--- src/rtl/seven_segment_decoder.sv ---
// seven_segment_decoder: receive side of a four-digit multiplexed seven-segment
// display. It synchronises the scanned segment and digit-enable lines and waits
// for each scan slot to settle. It then decodes the slot's pattern back to a hex
// nibble and reassembles the digits into bcd1..bcd4, with frame and staleness
// tracking.
// Optional build macro SEVSEG_DEC_ERRCNT_EN adds err_cnt, a saturating count of
// qualified captures whose pattern did not decode.
module seven_segment_decoder #(
    parameter int SETTLE_CYCLES  = 64,
    parameter int TIMEOUT_CYCLES = 200000
) (
    input  logic       clk_50mhz,
    input  logic       reset,
    input  logic       segA,
    input  logic       segB,
    input  logic       segC,
    input  logic       segD,
    input  logic       segE,
    input  logic       segF,
    input  logic       segG,
    input  logic       dsen1,
    input  logic       dsen2,
    input  logic       dsen3,
    input  logic       dsen4,
    output logic [3:0] bcd1,
    output logic [3:0] bcd2,
    output logic [3:0] bcd3,
    output logic [3:0] bcd4,
    output logic [3:0] digit_valid,
    output logic       frame_strobe,
    output logic       frame_valid,
    output logic       stale
`ifdef SEVSEG_DEC_ERRCNT_EN
    ,
    output logic [7:0] err_cnt
`endif
);

    localparam int SW = (SETTLE_CYCLES > 2) ? $clog2(SETTLE_CYCLES) : 1;
    localparam int IW = $clog2(TIMEOUT_CYCLES + 1);

    // Vector layout: [10:4] = {A,B,C,D,E,F,G}, [3:0] = {dsen4,dsen3,dsen2,dsen1}
    logic [10:0]   raw;
    logic [10:0]   sync0;
    logic [10:0]   sync1;
    logic [10:0]   vec_q;
    logic [SW-1:0] stable_cnt;
    logic          cap_done;
    logic [IW-1:0] idle_cnt;
    logic [3:0]    seen;
    logic [3:0]    sel;
    logic [3:0]    seen_next;
    logic          changed;
    logic          settled;
    logic          capture;
    logic          cap_ok;
    logic [4:0]    dec;
    logic          legal;
    logic [3:0]    nib;

    // {legal, nibble} for a {A..G} pattern; anything outside the table is illegal
    function automatic logic [4:0] decode(input logic [6:0] p);
        logic [4:0] r;
        case (p)
            7'b1111110: r = 5'h10;
            7'b0110000: r = 5'h11;
            7'b1101101: r = 5'h12;
            7'b1111001: r = 5'h13;
            7'b0110011: r = 5'h14;
            7'b1011011: r = 5'h15;
            7'b1011111: r = 5'h16;
            7'b1110000: r = 5'h17;
            7'b1111111: r = 5'h18;
            7'b1111011: r = 5'h19;
            7'b1110111: r = 5'h1A;
            7'b0011111: r = 5'h1B;
            7'b1001110: r = 5'h1C;
            7'b0111101: r = 5'h1D;
            7'b1001111: r = 5'h1E;
            7'b1000111: r = 5'h1F;
            default:    r = 5'h00;
        endcase
        return r;
    endfunction

    // Map undriven or unknown pins to 0 so a floating line reads as unlit / enabled-low
    always_comb begin
        raw = {segA === 1'b1, segB === 1'b1, segC === 1'b1, segD === 1'b1,
               segE === 1'b1, segF === 1'b1, segG === 1'b1,
               dsen4 === 1'b1, dsen3 === 1'b1, dsen2 === 1'b1, dsen1 === 1'b1};
    end

    // Capture strobes and decode of the settled vector
    always_comb begin
        changed   = (sync1 != vec_q);
        settled   = (stable_cnt == SW'(SETTLE_CYCLES - 1));
        capture   = settled && !cap_done;
        sel       = ~vec_q[3:0];
        cap_ok    = capture && $onehot(sel);
        dec       = decode(vec_q[10:4]);
        legal     = dec[4];
        nib       = dec[3:0];
        seen_next = seen | sel;
    end

    // Two-flop synchroniser plus the previous-cycle copy used for change detection
    always_ff @(posedge clk_50mhz or negedge reset) begin
        if (!reset) begin
            sync0 <= '0;
            sync1 <= '0;
            vec_q <= '0;
        end else begin
            sync0 <= raw;
            sync1 <= sync0;
            vec_q <= sync1;
        end
    end

    // Stability counter and one-capture-per-slot flag
    always_ff @(posedge clk_50mhz or negedge reset) begin
        if (!reset) begin
            stable_cnt <= '0;
            cap_done   <= 1'b0;
        end else if (changed) begin
            stable_cnt <= '0;
            cap_done   <= 1'b0;
        end else begin
            if (!settled) stable_cnt <= stable_cnt + 1'b1;
            if (capture)  cap_done   <= 1'b1;
        end
    end

    // Per-digit nibble and legality; an illegal pattern keeps the old nibble
    always_ff @(posedge clk_50mhz or negedge reset) begin
        if (!reset) begin
            bcd1        <= '0;
            bcd2        <= '0;
            bcd3        <= '0;
            bcd4        <= '0;
            digit_valid <= '0;
        end else if (cap_ok) begin
            if (legal) begin
                case (sel)
                    4'b0001: bcd1 <= nib;
                    4'b0010: bcd2 <= nib;
                    4'b0100: bcd3 <= nib;
                    4'b1000: bcd4 <= nib;
                    default: ;
                endcase
            end
            digit_valid <= (digit_valid & ~sel) | (legal ? sel : 4'b0000);
        end
    end

    // Frame completion, idle timeout and staleness
    always_ff @(posedge clk_50mhz or negedge reset) begin
        if (!reset) begin
            seen         <= '0;
            idle_cnt     <= '0;
            frame_strobe <= 1'b0;
            frame_valid  <= 1'b0;
            stale        <= 1'b0;
        end else begin
            frame_strobe <= 1'b0;
            if (cap_ok) begin
                idle_cnt <= '0;
                if (seen_next == 4'hF) begin
                    frame_strobe <= 1'b1;
                    frame_valid  <= 1'b1;
                    stale        <= 1'b0;
                    seen         <= '0;
                end else begin
                    seen <= seen_next;
                end
            end else begin
                if (idle_cnt != IW'(TIMEOUT_CYCLES)) idle_cnt <= idle_cnt + 1'b1;
                // Fires on the edge the count reaches TIMEOUT_CYCLES, and holds there
                if (idle_cnt >= IW'(TIMEOUT_CYCLES - 1)) begin
                    stale       <= 1'b1;
                    frame_valid <= 1'b0;
                end
            end
        end
    end

`ifdef SEVSEG_DEC_ERRCNT_EN
    // Saturating count of qualified captures with undecodable patterns
    always_ff @(posedge clk_50mhz or negedge reset) begin
        if (!reset) begin
            err_cnt <= '0;
        end else if (cap_ok && !legal && err_cnt != 8'hFF) begin
            err_cnt <= err_cnt + 8'd1;
        end
    end
`endif

endmodule

--- config.mk ---
export PLATFORM = sky130hd
export DESIGN_NAME = seven_segment_decoder
export DESIGN_NICKNAME = d
export VERILOG_FILES = /design/src/rtl/seven_segment_decoder.sv
export SDC_FILE = /design/constraint.sdc
export NUM_CORES = 1
export LEC_CHECK = 0
export ABC_AREA = 0
export BUFFER_PORTS_ARGS = -buffer_cell sky130_fd_sc_hd__buf_2
export CORE_ASPECT_RATIO = 1.75
export CORE_MARGIN = 4
export CORE_UTILIZATION = 61
export CTS_BUF_LIST = sky130_fd_sc_hd__clkbuf_4
export DETAILED_ROUTE_END_ITERATION = 10
export PLACE_DENSITY = 0.82
export SETUP_SLACK_MARGIN = 0.02
export SYNTH_ARGS = -nofsm -noshare
export SYNTH_HDL_FRONTEND = slang
export SYNTH_SLANG_ARGS = --single-unit
--- constraint.sdc ---
create_clock -name clk_50mhz -period 4.05 [get_ports clk_50mhz]
set_input_delay 0.405 -clock clk_50mhz [delete_from_list [all_inputs] [get_ports clk_50mhz]]
set_output_delay 0.405 -clock clk_50mhz [all_outputs]
set_load 0.02 [all_outputs]
Yosys cells after proc, flatten, opt, wreduce, memory -nomap -nowiden
Cells that the tools add are included.
Word-level totals
  bits in registers: 85
  input bits: 13
  output and inout port bits: 23
  word-level logic and storage cells: 92
Cells by class
  $add $sub $neg: 5
  magnitude comparators: 1
  equal/unequal tests: 38
  mux-type cells: 17
  bitwise logic cells: 5
  reduce and logical (&&, ||, !) cells: 11
Operator list (number)
  $eq 7x7->1 const B: 12
  $pmux 5 s16: 1
  $mux 18: 2
  $eq 7x6->1 const B: 3
  $add 18x1->18 const B: 1
  $ge 18x18->1 const B: 1
  $ne 18x18->1 const B: 1
  $mux 6: 2
  $reduce_and 3->1: 4
  $eqx 1x1->1 const B: 11
  $ne 11x11->1: 1
  $mux 1: 10
  $eq 4x4->1 const B: 2
  $mux 4: 2
  $not 4->4: 2
  $or 4x4->4: 2
  $eq 7x5->1 const B: 1
  $add 6x1->6 const B: 1
  $eq 6x6->1 const B: 1
  $reduce_bool 2->1: 3
  $add 1x1->2: 2
  $and 4x4->4: 1
  $eq 4x1->1 const B: 1
  $eq 4x2->1 const B: 1
  other kinds (8): 9

Longest topological paths before layout
Gate-level depths: netlist (run 1).
  word-level depth: 7
  depth in mapped cells: 9
  mapped depth without buffers: 8

Worst setup path before layout (run 1)
No wires, ideal clock.
  path type: register to register
  start point: register vec_q[0]
  end point: register bcd2[0]
  setup time: 0.125 ns
  data arrival time: 2.825 ns
  data required time: 3.925 ns
  slack: 1.100 ns
  stages on the path, launching flop included: 10
  buffers on the path: 1
  clock period less this slack: 2.950 ns
  cell sequence: dfrtp_1 fa_1 inv_1 ha_1 ha_1 or4_4 buf_6 nor2_4 and4_4 mux2_4
Between the ends
  word-level cells in the longest chain between the ends: 6
  elaborated cells between the ends (all ways): 7
  classes of those cells: 2 x add/sub; 2 x eq/ne; 1 x bitwise; 2 x reduce/logical
RTL lines
  from (decl): RTL line 46  | logic [10:0] vec_q;
  from (signal assigned): RTL line 115  | vec_q <= sync1;
  $not 4->4 (*): RTL line 98  | sel = ~vec_q[3:0];
  $add 1x1->2 (implied by the code): RTL line 99  | cap_ok = capture && $onehot(sel);
  $add 2x2->3 (implied by the code): RTL line 99
  $eq 3x1->1: RTL line 99
  $logic_and 1x1->1: RTL line 99
  $reduce_and 3->1 (no source line) (*)
  to (signal assigned): RTL line 145  | 4'b0010: bcd2 <= nib;
  to (decl): RTL line 26  | output logic [3:0] bcd2,
Every way passes the cells marked *; elsewhere a longest branch is shown, timed or not.
A chain may end at the register's enable or synchronous reset.

Final worst setup path (run 1)
Ends and elaborated chain as after synthesis.

==> impl_metrics.py, run 1 <==
metrics = {
    "clock_tree": {
        "cts_max_level": 3,
        "cts.clk_slew.worst_paths_ps": 120,
        "cts_resized": 0,
        "cts_made_buffers": 9,
        "post_cts_buffers": 0,
        "clk_latency_ps": 420,
        "cts_max_path_buffers": 2,
        "clock_sinks": 85,
        "cts-root-buf": "clkbuf_4",
        "cts-hold-fix-buffers": 0,
        "cts_tree": "yes",
    },
    "worst_setup_path": {
        "crit_required_ps": 4360,
        "crit_top_cell": "ha_1",
        "crit_path_max_incr_delay_ps": 640,
        "cp_slowest_cell": "or4_4",
        "crit_type": "register to register",
        "reg2regPathDepth": 8,
        "crit_chain": "fa_1 > inv_1 > ha_1 > ha_1 > or4_4 > nor2_4 > and4_4 > mux2_4",
        "cp.arrival_ps": 3380,
        "cp-start-kind": "register",
        "end_kind": "register",
        "crit_path_max_fanout": 7,
        "rr_endpoint": "bcd2[0]$_DFFE_PN0P_",
        "r2r_slack_ps": 980,
        "r2r-start": "vec_q[0]$_DFF_PN0_",
    },
    "grt": {
        "grt_max_degree": 86,
        "grt_use_total_pct": 19.7,
        "antenna_found_initial": 0,
        "grt_pass1_vias": 2448,
        "grt_remaining_overflow": 0,
        "grt_pass1_wl_um": 11300,
    },
    "detailed_routing": {
        "finalWirelength_um": 6490,
        "ant_nets": 0,
        "drc": 0,
        "firstDrtPassIters": 4,
        "viasPerCell": 5.64,
        "num_vias": 2458,
        "drt_iter0_drc": 135,
        "wl_per_cell_um": 14.9,
    },
    "sta": {
        "max_slew.worst_pin.slew_ps": 1010,
        "fmax_mhz": 326,
        "setup_viol": 0,
        "fin_crit_ps": 3070,
        "setup_tns_ps": 0,
        "rsz0062_at_grt": "false",
        "hold_viol": 0,
        "relSlewSlack_pct": 33.0,
        "fin_crit_sh_pct": 75.8,
        "finClkSkew_ps": 16.6,
        "slew_viol_final": 0,
    },
    "floorplanning": {
        "die_area_sq_um": 7600,
        "ioPinCount": 36,
        "fp.coreArea_sq_um": 5970,
        "num_rows": 37,
        "die_y_um": 112,
        "die_width_um": 67.6,
        "start_util_pct": 63.6,
    },
    "yosys": {
        "ys_seq_elements": 85,
        "yosys-top-cells-area": "dfrtp_1, xor2_1, mux2_2, nor2_1, ha_1",
        "synth_cell_types": 59,
        "synth_flop_cell": "dfrtp_1",
        "syn_nets": 338,
        "synth_cells": 316,
        "synth-async-reset-ratio_pct": 100,
        "synth_warnings": 0,
        "seq_area_frac_synth_pct": 56.0,
        "synth_edf_count": 0,
        "synth.largest_area_cell": "dfrtp_1",
        "synth_area_sq_um": 3800,
        "yosys.area.top_type_share_pct": 56.0,
        "syn_area_per_cell_sq_um": 12.0,
    },
    "cells_and_area": {
        "final_util_pct": 69.7,
        "drive_above_1_share_pct": 22.9,
        "antennaDiodeCount": 0,
        "final_cells": 436,
        "syn_to_final_growth_pct": 9.59,
        "finalNetCount": 376,
    },
    "power_and_ir_drop": {
        "p_per_area_nw_per_um2": 337,
        "total_leakage_power_nw": 2.03,
        "vdd_drop_max_v": 0.000311,
    },
    "placement": {
        "dpl.hpwl_um": 4660,
        "gp_congestion": 0.867,
        "dp.cells": 421,
        "numPortBuffers": 35,
    },
    "run": {
        "max_cap_viol_count": 0,
    },
    "worst_hold_path": {
        "hp-start": "segC",
        "holdPathStages": 1,
        "hold_class": "input port to register",
        "hold_path_end": "sync0[8]$_DFF_PN0_",
    },
    "status": {
        "status": "finished clean",
    },
}
power breakdown:
part	switching [mW]	internal (mW)
combinational	0.0408	0.0251
clock	0.259	0.189
sequential	0.0245	0.865
metrics by stage:
step / hold slack [ps] / power [mW] / instance area (sq um) / setup WS, ps
floorplan: 109 / 0.939 / 3800 / 1100
global placement: 331 / 0.969 / 4030 / 1060
detailed placement: 335 / 0.974 / 4030 / 1000
CTS: 49.3 / 1.43 / 4160 / 974
global route: 46.3 / 1.47 / 4160 / 892
finish: 88.3 / 1.40 / 4160 / 978
Yosys cell counts (2+ instances only):
cell       n
mux2i_1    2
xor2_1    22
mux2_4     4
nand2b_1   3
mux2_2    14
clkbuf_1   3
nand4_4    3
nand2_1   17
o31ai_1    2
o22ai_1    3
nor2_1    34
mux2_1     2
o31a_1     2
nand3_1   15
dfrtp_1   85
ha_1       8
o21ai_0    6
o21a_1     5
xnor2_1    9
a31oi_1    2
a21oi_1    6
buf_2      4
and2_1     3
nor4_1     6
nor3_1     5
inv_1     12
nand3b_1   4
and3_1     4
cell usage in the layout (no fill, tap or decap), types with 5 or more instances in the layout:
master	count
clkbuf_4	10
a21oi_1	6
nor2_1	34
ha_1	8
mux2_2	14
buf_2	34
nor3_1	5
nor4_1	6
o21a_1	5
xor2_1	22
nand3_1	15
nand2_1	17
o21ai_0	6
dfrtp_1	85
inv_1	12
xnor2_1	9
cell families (layout without fill, tap and decap cells):
family / count (synthesis) / count (layout) / share of synthesized area (%)
and+or+nand+nor: 111 / 111 / 17.7
DFF: 85 / 85 / 56.0
AOI/OAI and AO/OA: 36 / 36 / 6.53
xor gates and xnor gates: 31 / 31 / 7.15
muxes: 22 / 22 / 6.86
buffers and inverters: 22 / 64 / 2.54
adders and majority gates: 9 / 9 / 3.16
flip-flops by register name, summed over array words and instances (netlist names), 4 cells and up, named ones only:
| signal | flops |
|---|---|
| idle_cnt | 18 |
| sync0 | 11 |
| sync1 | 11 |
| vec_q | 11 |
| stable_cnt | 6 |
| bcd1 | 4 |
| bcd2 | 4 |
| bcd3 | 4 |
| bcd4 | 4 |
| seen | 4 |
worst max-delay path by stage:
| stage | endpoint | slack, ps | startpoint |
|---|---|---|---|
| floorplan | bcd2[0]$_DFFE_PN0P_ | 1100 | vec_q[0]$_DFF_PN0_ |
| global placement | bcd2[3]$_DFFE_PN0P_ | 1060 | vec_q[0]$_DFF_PN0_ |
| detailed placement | bcd2[0]$_DFFE_PN0P_ | 1000 | vec_q[0]$_DFF_PN0_ |
| CTS | bcd2[0]$_DFFE_PN0P_ | 970 | vec_q[0]$_DFF_PN0_ |
| global route | bcd2[3]$_DFFE_PN0P_ | 890 | vec_q[0]$_DFF_PN0_ |
| finish | bcd2[0]$_DFFE_PN0P_ | 980 | vec_q[0]$_DFF_PN0_ |
worst max-delay path: cells and delay by family (launching register included):
kind | cells | cell delay (ps)
AND/OR/NAND/NOR | 3 | 1080
buffers and inverters | 1 | 50
multiplexers | 1 | 310
flip-flops | 1 | 490
adder cells (fa/ha/maj) | 3 | 1040
cell type report:
| class | count | area, sq um |
|---|---|---|
| Clock buffer | 10 | 75.1 |
| Clock inverter | 5 | 52.6 |
| Fill cell | 462 | 1810 |
| Inverter | 13 | 50.0 |
| Multi-Input combinational cell | 209 | 1570 |
| Sequential cell | 85 | 2130 |
| Tap cell | 78 | 97.6 |
| Timing Repair Buffer | 36 | 185 |
layer usage:
| metal | up-vias | routed length [um] | global-route usage [%] |
|---|---|---|---|
| met3 | 13 | 270 | 3.70 |
| met2 | 56 | 3530 | 33.6 |
| met1 | 1213 | 2550 | 22.8 |
| li1 | 1176 | - | - |
| met4 | 0 | 136 | 10.0 |
| met5 | - | 0 | 0 |
Power figures use the tool's default switching activity.
==> run 2, diff against run 1 <==
- ABC_AREA: 0 -> 1
- CORE_UTILIZATION: 61 -> 55
- PLACE_DENSITY: 0.82 -> 0.78
- clock period: 4.05 -> 2.7 ns (I/O delays scaled with it)
==> impl_metrics.py, run 2 <==
metrics = {
    "yosys": {
        "seq_area_frac_synth_pct": 55.3,
        "synth_cell_types": 34,
        "synth.largest_area_cell": "dfrtp_1",
        "synth_edf_count": 0,
        "yosys-top-cells-area": "dfrtp_1, nand2_1, nor2_1, inv_1, nand4_1",
        "synth_warnings": 0,
        "synth_area_sq_um": 3840,
        "synth.most_common_cell": "nand2_1",
        "synth_flop_cell": "dfrtp_1",
        "syn_nets": 451,
        "synth_cells": 429,
        "synth-async-reset-ratio_pct": 100,
        "ys_seq_elements": 85,
        "synthTopCellsByCount": "nand2_1, dfrtp_1, nor2_1, inv_1, nand4_1",
        "yosys.area.top_type_share_pct": 55.3,
        "syn_area_per_cell_sq_um": 8.96,
    },
    "worst_setup_path": {
        "crit_type": "register to register",
        "crit_path_start": "vec_q[0]$_DFF_PN0_",
        "crit_required_ps": 3020,
        "cp.arrival_ps": 2890,
        "r2r-start": "vec_q[0]$_DFF_PN0_",
        "crit_path_max_fanout": 14,
        "cp-start-kind": "register",
        "end_kind": "register",
    },
    "cells_and_area": {
        "fill_cells": 558,
        "antennaDiodeCount": 0,
        "drive_above_1_share_pct": 15.5,
        "final_cell_mix": "nand2_1, dfrtp_1, nor2_1, inv_1, buf_2",
        "final_util_pct": 64.9,
        "largest_register_ffs": 18,
        "finalNetCount": 514,
        "final_common_cell": "nand2_1",
        "top_register": "idle_cnt",
        "syn_to_final_growth_pct": 15.7,
    },
    "clock_tree": {
        "post_cts_buffers": 0,
        "cts_max_path_buffers": 2,
        "cts.clk_slew.worst_paths_ps": 120,
        "cts_made_buffers": 9,
        "clk_latency_ps": 430,
        "clock_sinks": 85,
        "cts_max_level": 3,
        "cts_tree": "yes",
        "cts-root-buf": "clkbuf_4",
    },
    "sta": {
        "hold_viol": 0,
        "hold_ws_ps": 347,
        "setup_tns_ps": 0,
        "fin_crit_ps": 2560,
        "setup_viol": 0,
        "max_slew.worst_pin.slew_ps": 516,
        "slew_viol_final": 0,
        "fin_crit_sh_pct": 95.0,
        "fmax_mhz": 390,
        "finClkSkew_ps": 11.9,
        "relSlewSlack_pct": 65.6,
    },
    "grt": {
        "antenna_found_initial": 0,
        "grt_pass1_vias": 3086,
        "grt_remaining_overflow": 0,
        "grt_max_degree": 46,
        "grt_use_total_pct": 20.1,
        "grt_pass1_wl_um": 13500,
    },
    "placement": {
        "gp_congestion": 0.936,
        "numPortBuffers": 35,
        "dpl.hpwl_um": 5740,
    },
    "floorplanning": {
        "start_util_pct": 56.1,
        "die_width_um": 71.2,
        "die_y_um": 119,
        "num_rows": 40,
        "die_area_sq_um": 8450,
        "ioPinCount": 36,
        "fp.coreArea_sq_um": 6860,
    },
    "power_and_ir_drop": {
        "total_leakage_power_nw": 2.40,
        "combPwrFrac_pct": 6.5,
        "power.switching_uw": 510,
        "vdd_drop_max_v": 0.000324,
        "p_per_area_nw_per_um2": 486,
        "internal_power_mw": 1.65,
        "clockPowerShare_pct": 32.6,
        "power_frac_seq_pct": 61.0,
        "total_power_mw": 2.16,
        "swShare_pct": 23.6,
    },
    "run": {
        "max_cap_viol_count": 0,
    },
    "worst_hold_path": {
        "hold_class": "input port to asynchronous set/reset pin",
    },
    "detailed_routing": {
        "ant_nets": 0,
        "firstDrtPassIters": 4,
        "wl_per_cell_um": 13.3,
        "drc": 0,
        "viasPerCell": 5.24,
        "drt_iter0_drc": 158,
        "num_vias": 3044,
        "finalWirelength_um": 7720,
    },
    "status": {
        "status": "finished clean",
    },
}
-- run 2: area by class of cell --
| type | count | area (sq um) | area share, % |
|---|---|---|---|
| clock inverter | 5 | 51.3 | 1.15 |
| clock buffer | 11 | 82.6 | 1.86 |
| tap | 84 | 105 | 2.36 |
| sequential | 85 | 2130 | 47.8 |
| multi-input combinational | 289 | 1510 | 33.9 |
| inverter | 51 | 196 | 4.42 |
| timing repair buffer | 56 | 378 | 8.50 |
-- run 2: layer usage --
layer | up-vias | track usage (%) | share of wire [%] | wire [um]
met5 | - | 0 | 0 | 0
met4 | 0 | 7.65 | 1.7 | 130
met3 | 12 | 4.68 | 4.0 | 311
met2 | 60 | 35.5 | 53 | 4130
met1 | 1460 | 22.8 | 41 | 3150
li1 | 1512 | - | - | -
-- run 2: cells by family after synthesis --
logic type,Yosys count,share of synthesized area [%]
AOI/OAI and AO/OA,34,4.95
xor gates and xnor gates,14,3.19
adders and majority gates,9,3.12
buffers and inverters,55,5.86
DFF,85,55.3
and+or+nand+nor,232,27.6
-- run 2: path summary, 6_finish.rpt --
path / slack, ps / end / depth (start not counted)
setup / recovery: 140 / bcd2[3]$_DFFE_PN0P_ / 10
hold / removal: 350 / idle_cnt[13]$_DFFE_PN0P_ / 2
setup reg to reg: 140 / bcd2[3]$_DFFE_PN0P_ / 10
hold reg to reg: 350 / sync1[5]$_DFF_PN0_ / 0
max in group asynchronous: 1740 / sync0[8]$_DFF_PN0_ / 3
min in group clk_50mhz: 350 / sync1[5]$_DFF_PN0_ / 0
-- run 2: power groups by stage --
stage	Combinational, mW	Sequential [mW]	Clock (mW)
CTS	0.137	1.32	0.728
finish	0.140	1.32	0.703
floorplan	0.0696	1.34	0
detailed placement	0.123	1.34	0
global route	0.163	1.32	0.777
global placement	0.119	1.34	0
-- run 2: repair_timing --
item,4_1_cts,5_1_grt
resized for setup,0,5
hold endpoints to repair,51,0
endpoints found under the setup margin,0,15
hold buffers,12,0
-- run 2: worst max-delay path: stages, from the launching register on --
cell     delay (ps)
dfrtp_1         420
fa_1            540
inv_1            40
ha_1            180
ha_1            320
nor4_4          340
nand2_4         160
inv_6           140
nand3_1         160
nand2_1         100
nand2_1          60
-- run 2: through the flow --
stage / cells / worst slack, ps / cell area, sq um
after floorplan: 429 / 246 / 3840
after global placement: 553 / 170 / 4170
after detailed placement: 553 / 61.3 / 4170
after CTS: 581 / 25.7 / 4430
after global routing: 581 / -0.365 / 4450
final: 581 / 135 / 4450
